File: src/rtl/mc_ctrl_pkg.sv
// Shared encodings for the multicycle MIPS controller: states, opcodes, select codes.
// No logic here. No flow control.
// Pure constants and types.
package mc_ctrl_pkg;

    typedef enum logic [3:0] {
        S_FETCH     = 4'd0,
        S_DECODE    = 4'd1,
        S_MEM_ADDR  = 4'd2,
        S_MEM_READ  = 4'd3,
        S_MEM_WB    = 4'd4,
        S_MEM_WRITE = 4'd5,
        S_R_EXEC    = 4'd6,
        S_R_WB      = 4'd7,
        S_BRANCH    = 4'd8,
        S_JUMP      = 4'd9
    } state_t;

    localparam logic [5:0] OP_RTYPE = 6'b000000;
    localparam logic [5:0] OP_LW    = 6'b100011;
    localparam logic [5:0] OP_SW    = 6'b101011;
    localparam logic [5:0] OP_BEQ   = 6'b000100;
    localparam logic [5:0] OP_J     = 6'b000010;

    localparam logic [1:0] ALU_B_REG = 2'b00;
    localparam logic [1:0] ALU_B_ONE = 2'b01;
    localparam logic [1:0] ALU_B_IMM = 2'b10;
    localparam logic [1:0] ALU_B_OFF = 2'b11;

    localparam logic [1:0] PCSRC_ALU    = 2'b00;
    localparam logic [1:0] PCSRC_ALUOUT = 2'b01;
    localparam logic [1:0] PCSRC_JUMP   = 2'b10;

    localparam logic [1:0] ALUOP_ADD   = 2'b00;
    localparam logic [1:0] ALUOP_SUB   = 2'b01;
    localparam logic [1:0] ALUOP_FUNCT = 2'b10;

    typedef struct packed {
        logic       pc_write;
        logic       pc_write_cond;
        logic       ir_write;
        logic       reg_write;
        logic       mem_read;
        logic       mem_write;
        logic       i_or_d;
        logic       mem_to_reg;
        logic       reg_dst;
        logic       alu_src_a;
        logic [1:0] alu_src_b;
        logic [1:0] alu_op;
        logic [1:0] pc_source;
    } ctrl_t;

    // States that stall on the memory handshake and are subject to the wait timeout.
    function automatic logic is_mem_wait_state(input state_t s);
        return (s == S_FETCH) || (s == S_MEM_READ) || (s == S_MEM_WRITE);
    endfunction

endpackage

File: src/rtl/mem_wait_timer.sv
// Counts consecutive memory-stall cycles; flags expiry on the (MAX_WAIT-1)th stalled count.
// expired is combinational from the registered count; count restarts on clear or expiry.
// No backpressure: the controller consumes expired in the same cycle.
module mem_wait_timer #(
    parameter int unsigned MAX_WAIT = 15
) (
    input  logic clk,
    input  logic res,
    input  logic waiting,
    input  logic clear,
    output logic expired
);

    logic [7:0] count_q;
    logic [7:0] count_d;

    assign expired = waiting && (count_q == 8'(MAX_WAIT - 1));

    always_comb begin
        count_d = count_q + 8'd1;
        if (clear || !waiting || expired) begin
            count_d = '0;
        end
    end

    always_ff @(posedge clk) begin
        if (res) begin
            count_q <= '0;
        end else begin
            count_q <= count_d;
        end
    end

endmodule

File: src/rtl/multicycle_control.sv
// Multicycle MIPS sequencing FSM driving datapath strobes/selects; MC_JUMP_EN enables the j instruction.
// Latency: R 4, lw 5, sw 4, beq 3, j 3 cycles plus one per memory stall cycle.
// Memory stalls via mem_ready with a MAX_WAIT abort back to FETCH; illegal_op/mem_timeout are registered pulses.
module multicycle_control
    import mc_ctrl_pkg::*;
#(
    parameter int unsigned MAX_WAIT = 15
) (
    input  logic       clk,
    input  logic       res,
    input  logic [5:0] opcode,
    input  logic       mem_ready,
    output logic       pc_write,
    output logic       pc_write_cond,
    output logic       ir_write,
    output logic       reg_write,
    output logic       mem_read,
    output logic       mem_write,
    output logic       i_or_d,
    output logic       mem_to_reg,
    output logic       reg_dst,
    output logic       alu_src_a,
    output logic [1:0] alu_src_b,
    output logic [1:0] alu_op,
    output logic [1:0] pc_source,
    output logic [3:0] state,
    output logic       illegal_op,
    output logic       mem_timeout
);

    state_t state_q, state_d;
    logic   illegal_op_q, illegal_op_d;
    logic   mem_timeout_q, mem_timeout_d;
    logic   waiting;
    logic   timer_expired;
    ctrl_t  ctrl;

    assign waiting = is_mem_wait_state(state_q) && !mem_ready;

    mem_wait_timer #(
        .MAX_WAIT (MAX_WAIT)
    ) u_wait_timer (
        .clk     (clk),
        .res     (res),
        .waiting (waiting),
        .clear   (state_d != state_q),
        .expired (timer_expired)
    );

    always_ff @(posedge clk) begin
        if (res) begin
            state_q       <= S_FETCH;
            illegal_op_q  <= 1'b0;
            mem_timeout_q <= 1'b0;
        end else begin
            state_q       <= state_d;
            illegal_op_q  <= illegal_op_d;
            mem_timeout_q <= mem_timeout_d;
        end
    end

    always_comb begin
        state_d = state_q;
        case (state_q)
            S_FETCH: begin
                if (mem_ready) begin
                    state_d = S_DECODE;
                end
            end
            S_DECODE: begin
                case (opcode)
                    OP_LW, OP_SW: state_d = S_MEM_ADDR;
                    OP_RTYPE:     state_d = S_R_EXEC;
                    OP_BEQ:       state_d = S_BRANCH;
`ifdef MC_JUMP_EN
                    OP_J:         state_d = S_JUMP;
`endif
                    default:      state_d = S_FETCH;
                endcase
            end
            S_MEM_ADDR:  state_d = (opcode == OP_LW) ? S_MEM_READ : S_MEM_WRITE;
            S_MEM_READ: begin
                if (mem_ready) begin
                    state_d = S_MEM_WB;
                end else if (timer_expired) begin
                    state_d = S_FETCH;
                end
            end
            S_MEM_WRITE: begin
                if (mem_ready || timer_expired) begin
                    state_d = S_FETCH;
                end
            end
            S_R_EXEC: state_d = S_R_WB;
            default:  state_d = S_FETCH;
        endcase
    end

    // DECODE only falls back to FETCH when the opcode has no dispatch target.
    always_comb begin
        illegal_op_d  = (state_q == S_DECODE) && (state_d == S_FETCH);
        mem_timeout_d = timer_expired;
    end

    always_comb begin
        ctrl = '0;
        if (!res) begin
            case (state_q)
                S_FETCH: begin
                    ctrl.mem_read  = 1'b1;
                    ctrl.alu_src_b = ALU_B_ONE;
                    ctrl.alu_op    = ALUOP_ADD;
                    ctrl.ir_write  = mem_ready;
                    ctrl.pc_write  = mem_ready;
                end
                S_DECODE: begin
                    ctrl.alu_src_b = ALU_B_OFF;
                    ctrl.alu_op    = ALUOP_ADD;
                end
                S_MEM_ADDR: begin
                    ctrl.alu_src_a = 1'b1;
                    ctrl.alu_src_b = ALU_B_IMM;
                end
                S_MEM_READ: begin
                    ctrl.mem_read = 1'b1;
                    ctrl.i_or_d   = 1'b1;
                end
                S_MEM_WB: begin
                    ctrl.reg_write  = 1'b1;
                    ctrl.mem_to_reg = 1'b1;
                end
                S_MEM_WRITE: begin
                    ctrl.mem_write = 1'b1;
                    ctrl.i_or_d    = 1'b1;
                end
                S_R_EXEC: begin
                    ctrl.alu_src_a = 1'b1;
                    ctrl.alu_src_b = ALU_B_REG;
                    ctrl.alu_op    = ALUOP_FUNCT;
                end
                S_R_WB: begin
                    ctrl.reg_write = 1'b1;
                    ctrl.reg_dst   = 1'b1;
                end
                S_BRANCH: begin
                    ctrl.alu_src_a     = 1'b1;
                    ctrl.alu_src_b     = ALU_B_REG;
                    ctrl.alu_op        = ALUOP_SUB;
                    ctrl.pc_write_cond = 1'b1;
                    ctrl.pc_source     = PCSRC_ALUOUT;
                end
`ifdef MC_JUMP_EN
                S_JUMP: begin
                    ctrl.pc_write  = 1'b1;
                    ctrl.pc_source = PCSRC_JUMP;
                end
`endif
                default: ;
            endcase
        end
    end

    assign pc_write      = ctrl.pc_write;
    assign pc_write_cond = ctrl.pc_write_cond;
    assign ir_write      = ctrl.ir_write;
    assign reg_write     = ctrl.reg_write;
    assign mem_read      = ctrl.mem_read;
    assign mem_write     = ctrl.mem_write;
    assign i_or_d        = ctrl.i_or_d;
    assign mem_to_reg    = ctrl.mem_to_reg;
    assign reg_dst       = ctrl.reg_dst;
    assign alu_src_a     = ctrl.alu_src_a;
    assign alu_src_b     = ctrl.alu_src_b;
    assign alu_op        = ctrl.alu_op;
    assign pc_source     = ctrl.pc_source;
    assign state         = res ? 4'd0 : 4'(state_q);
    assign illegal_op    = illegal_op_q;
    assign mem_timeout   = mem_timeout_q;

endmodule
File: config.mk
export PLATFORM = sky130hd
export DESIGN_NAME = multicycle_control
export DESIGN_NICKNAME = d
export VERILOG_FILES = /design/src/rtl/mc_ctrl_pkg.sv /design/src/rtl/mem_wait_timer.sv /design/src/rtl/multicycle_control.sv
export SDC_FILE = /design/constraint.sdc
export NUM_CORES = 1
export LEC_CHECK = 0
export ABC_CLOCK_PERIOD_IN_PS = 3670
export BUFFER_PORTS_ARGS = -buffer_cell sky130_fd_sc_hd__buf_2
export CORE_AREA = 3 3 46 48
export DETAILED_ROUTE_END_ITERATION = 10
export DIE_AREA = 0 0 49 51
export GPL_TIMING_DRIVEN = 0
export PLACE_DENSITY = 0.8
export SLEW_MARGIN = 20
export SYNTH_ARGS = -nofsm -noshare
export SYNTH_HDL_FRONTEND = slang
export SYNTH_HIERARCHICAL = 1
export SYNTH_SLANG_ARGS = --single-unit
File: constraint.sdc
create_clock -name clk -period 3.67 [get_ports clk]
set_input_delay 0.1835 -clock clk [delete_from_list [all_inputs] [get_ports clk]]
set_output_delay 0.1835 -clock clk [all_outputs]
set_load 0.005 [all_outputs]
==> summary.md <==
| Metric | Value |
|---|---|
| Initial antenna violation count | 0 |
| Ant diodes | 0 |
| Largest net degree at the start of global routing | 11 |
| Fraction of layout instances using a drive strength above 1 | 25.5% |
| ANT nets after route | 0 |
| Residual DRC count | 0 |
| CP max FO | 8 |
| Num rows | 15 |
| Overall Power | 0.000273 W |
| Clock root buffer | clkbuf_4 |
| Vias per cell | 5.51 |
| Least-Margin Pin Slew | ~0.62 ns |
| Global-route wire length before repair | between 3 and 4 mm |
| Critical path data arrival time | between 3 and 4 ns |
| First drt pass iteration count | 4 |
| Seq. cell area | 280 µm² |
| Post-Route Setup TNS | 0 ns |
| Buffers added on ports | 29 |
| #FFs+latches synth | 14 |
| Post-synth ARST share | 0% |
| CP max-delay cell | nor4_1 |
| Routed WL | roughly 2.2 mm |
| Most common cell after layout, fill and taps aside | buf_2 |
| Post-CTS setup buffer count | 0 |
| Die Y | 51 µm |
| Met2 wire len | ~980 µm |
| Final Skew | between 0.003 and 0.004 ns |
| CP Launch Type | flip-flop |
| Syn Area/Cell | approximately 7.5 µm² |
| Critical path type | flip-flop to flip-flop |
| Final Max Slew Viols | 0 |
| Syn nets | approximately 130 |
| Synth Flop Type | dfxtp_1 |
| Starting Density | 52.3% |
| WP buf/inv | 0 |
| Worst skew pair latency | 0.27 ns |
| Hold buffer count at CTS | 0 |
| Max-Slew Margin vs Limit | about three fifths |
| Fillers | about 150 |
| Setup violators final | 0 |
| Post-DR wirelength/cell | between 10 and 15 µm |
| Post-DP HPWL | 1.75 mm |
| Die Wd | 49 µm |
| DRT met1 WL | ~1 mm |
| Critical Path End Type | flip-flop |
| Multi-input logic area | approximately 580 µm² |
| Via Count | 980 |
| Status | finished, final reports clean |
| Worst EP required | ~3.8 ns |
| CP Cell Sequence | nand2b_1 -> nand2_1 -> nor2_1 -> a21oi_1 -> nor3_1 -> nand4b_1 -> nor4_1 -> nor2_1 -> a22oi_1 -> o311a_1 -> a21o_1 -> nor3b_1 -> o41ai_4 -> nor2_1 |
| Pwr dens | 245 mW/mm² |
| Total core area | roughly 0.0017 mm² |
| Iteration-0 DRC count of the detailed router | 44 |
| CTS tree | built |
| Cell Area, Synth | 913 µm² |
| Met3 Routed Length | 127 µm |
| Fin nets | 166 |
| Number of synthesized flops with an enable pin | 0 |
| GR Util All Layers | 18.9% |
| Worst path max stage delay | approximately 0.52 ns |
| Most used cell along the critical path | nor2_1 |
| Post-CTS sizing | 0 |
| H-tree depth | 1 |
| Highest clock rate | about 340 MHz |
| Final Hold Fails | 0 |
| Yosys warns | 6 |
| Max VDD drop | 0.000212 V |
| Number of distinct library cells after synthesis | 36 |
| GPL Wtd Cong | 0.870 |
| Max-Cap Viols | 0 |
| Mapped Cells | ~120 |
| Vias in the first global route | between 800 and 900 |
| Clk slew on worst S/H paths | 0.07 ns |
| Sink Count | 14 |
| Unrepaired setup endpoints after global routing | no |
| Inserted Clock Buffers | 3 |
| Top sig layer | met4 |
| Area Growth Syn to Fin | 21.8% |
| I/O Pins | 31 |
| Global route overflow | 0 |
| CP top delay family | simple AND/OR/NAND/NOR gates |
| Final min period | 2.98 ns |
| LEAKAGE | 0.462 nW |
| Worst min path class | input port to flip-flop |
| Final worst path period share | 81.2% |
| Die area | 0.00250 mm² |
| Clock Path Buffers | 2 |
| Sequential share of the synthesized area | 30.7% |
| Most frequent cells in the layout | buf_2 (30), nor2_1 (21), dfxtp_1 (14) |
==> sequential cells by signal (all words and copies together), names as in the netlist <==
name                  flops
state_q                   4
illegal_op                1
mem_timeout               1
u_wait_timer/count_q      8
==> worst reg2reg max path, delay by kind of cell (launching register included) <==
family	cells	cell delay [ns]
AO/OA/AOI/OAI	5	0.67
AND/OR/NAND/NOR	9	1.74
flip-flops	1	0.45
==> synthesized netlist by cell type (2+ instances only) <==
| library cell | n | area share, % |
|---|---|---|
| ha_1 | 2 | 2.7 |
| clkbuf_1 | 3 | 1.2 |
| nor4b_1 | 2 | 1.9 |
| nor3_1 | 7 | 3.8 |
| or3_1 | 4 | 2.7 |
| nor4_1 | 3 | 2.1 |
| o21ai_0 | 4 | 2.2 |
| xor2_1 | 2 | 1.9 |
| nor2_1 | 21 | 8.6 |
| buf_4 | 3 | 2.5 |
| nand3_1 | 5 | 2.7 |
| o311a_1 | 2 | 2.2 |
| nor2b_1 | 5 | 3.4 |
| nand4b_1 | 2 | 1.9 |
| and3_1 | 2 | 1.4 |
| dfxtp_1 | 14 | 31 |
| a21oi_1 | 10 | 5.5 |
| nand2_1 | 7 | 2.9 |
| inv_1 | 4 | 1.6 |
| or4_1 | 3 | 2.5 |
==> report_power, final <==
part | switching (W) | internal, W | total [W]
sequential | 0.00000197 | 0.000154 | 0.000155
clock | 0.0000433 | 0.0000379 | 0.0000812
combinational | 0.0000200 | 0.0000163 | 0.0000363
total | 0.0000653 | 0.000208 | 0.000273
==> through the flow <==
stage	cells	worst slack (ns)	util (%)	hold slack, ns	instance area [µm²]
6_report	178	0.691	63.7	0.171	1110
5_1_grt	178	0.424	63.7	0.179	1110
4_1_cts	178	0.689	63.7	0.168	1110
3_5_place_dp	175	0.704	62.4	0.456	1090
3_3_place_gp	175	0.794	62.4	0.450	1090
2_1_floorplan	121	1.17	-	0.318	913
==> area by class of cell <==
cell class	count	area share, %
Multi-Input combinational cell	95	51.7
Sequential cell	14	25.2
Timing Repair Buffer	29	13.0
Buffer	8	3.82
Tap cell	25	2.81
Clock buffer	3	2.02
Inverter	4	1.35
==> metal layers <==
layer | GRT usage (%) | up-vias
li1 | - | 496
met1 | 21.5 | 433
met2 | 31.9 | 43
met3 | 4.08 | 8
met4 | 12.3 | 0
met5 | 0 | -
==> worst paths after layout <==
path,from,endpoint,slack [ns],cells after the start
worst max-delay path,state_q[1],u_wait_timer/count_q[2],0.69,14
worst min-delay path,opcode[2],state_q[3],0.17,3
worst max register to register,state_q[1],u_wait_timer/count_q[2],0.69,14
worst min register to register,u_wait_timer/count_q[0],u_wait_timer/count_q[0],0.50,1
==> cell families after synthesis <==
family	synth area share (%)
AND/OR/NAND/NOR	38.6
AO/OA/AOI/OAI	17.3
flip-flops	30.7
buffers and inverters	6.30
XOR/XNOR	2.88
adder cells (fa/ha/maj)	2.74
other	0.411
multiplexers	1.10
No activity file was read; power rests on OpenSTA's default activity.
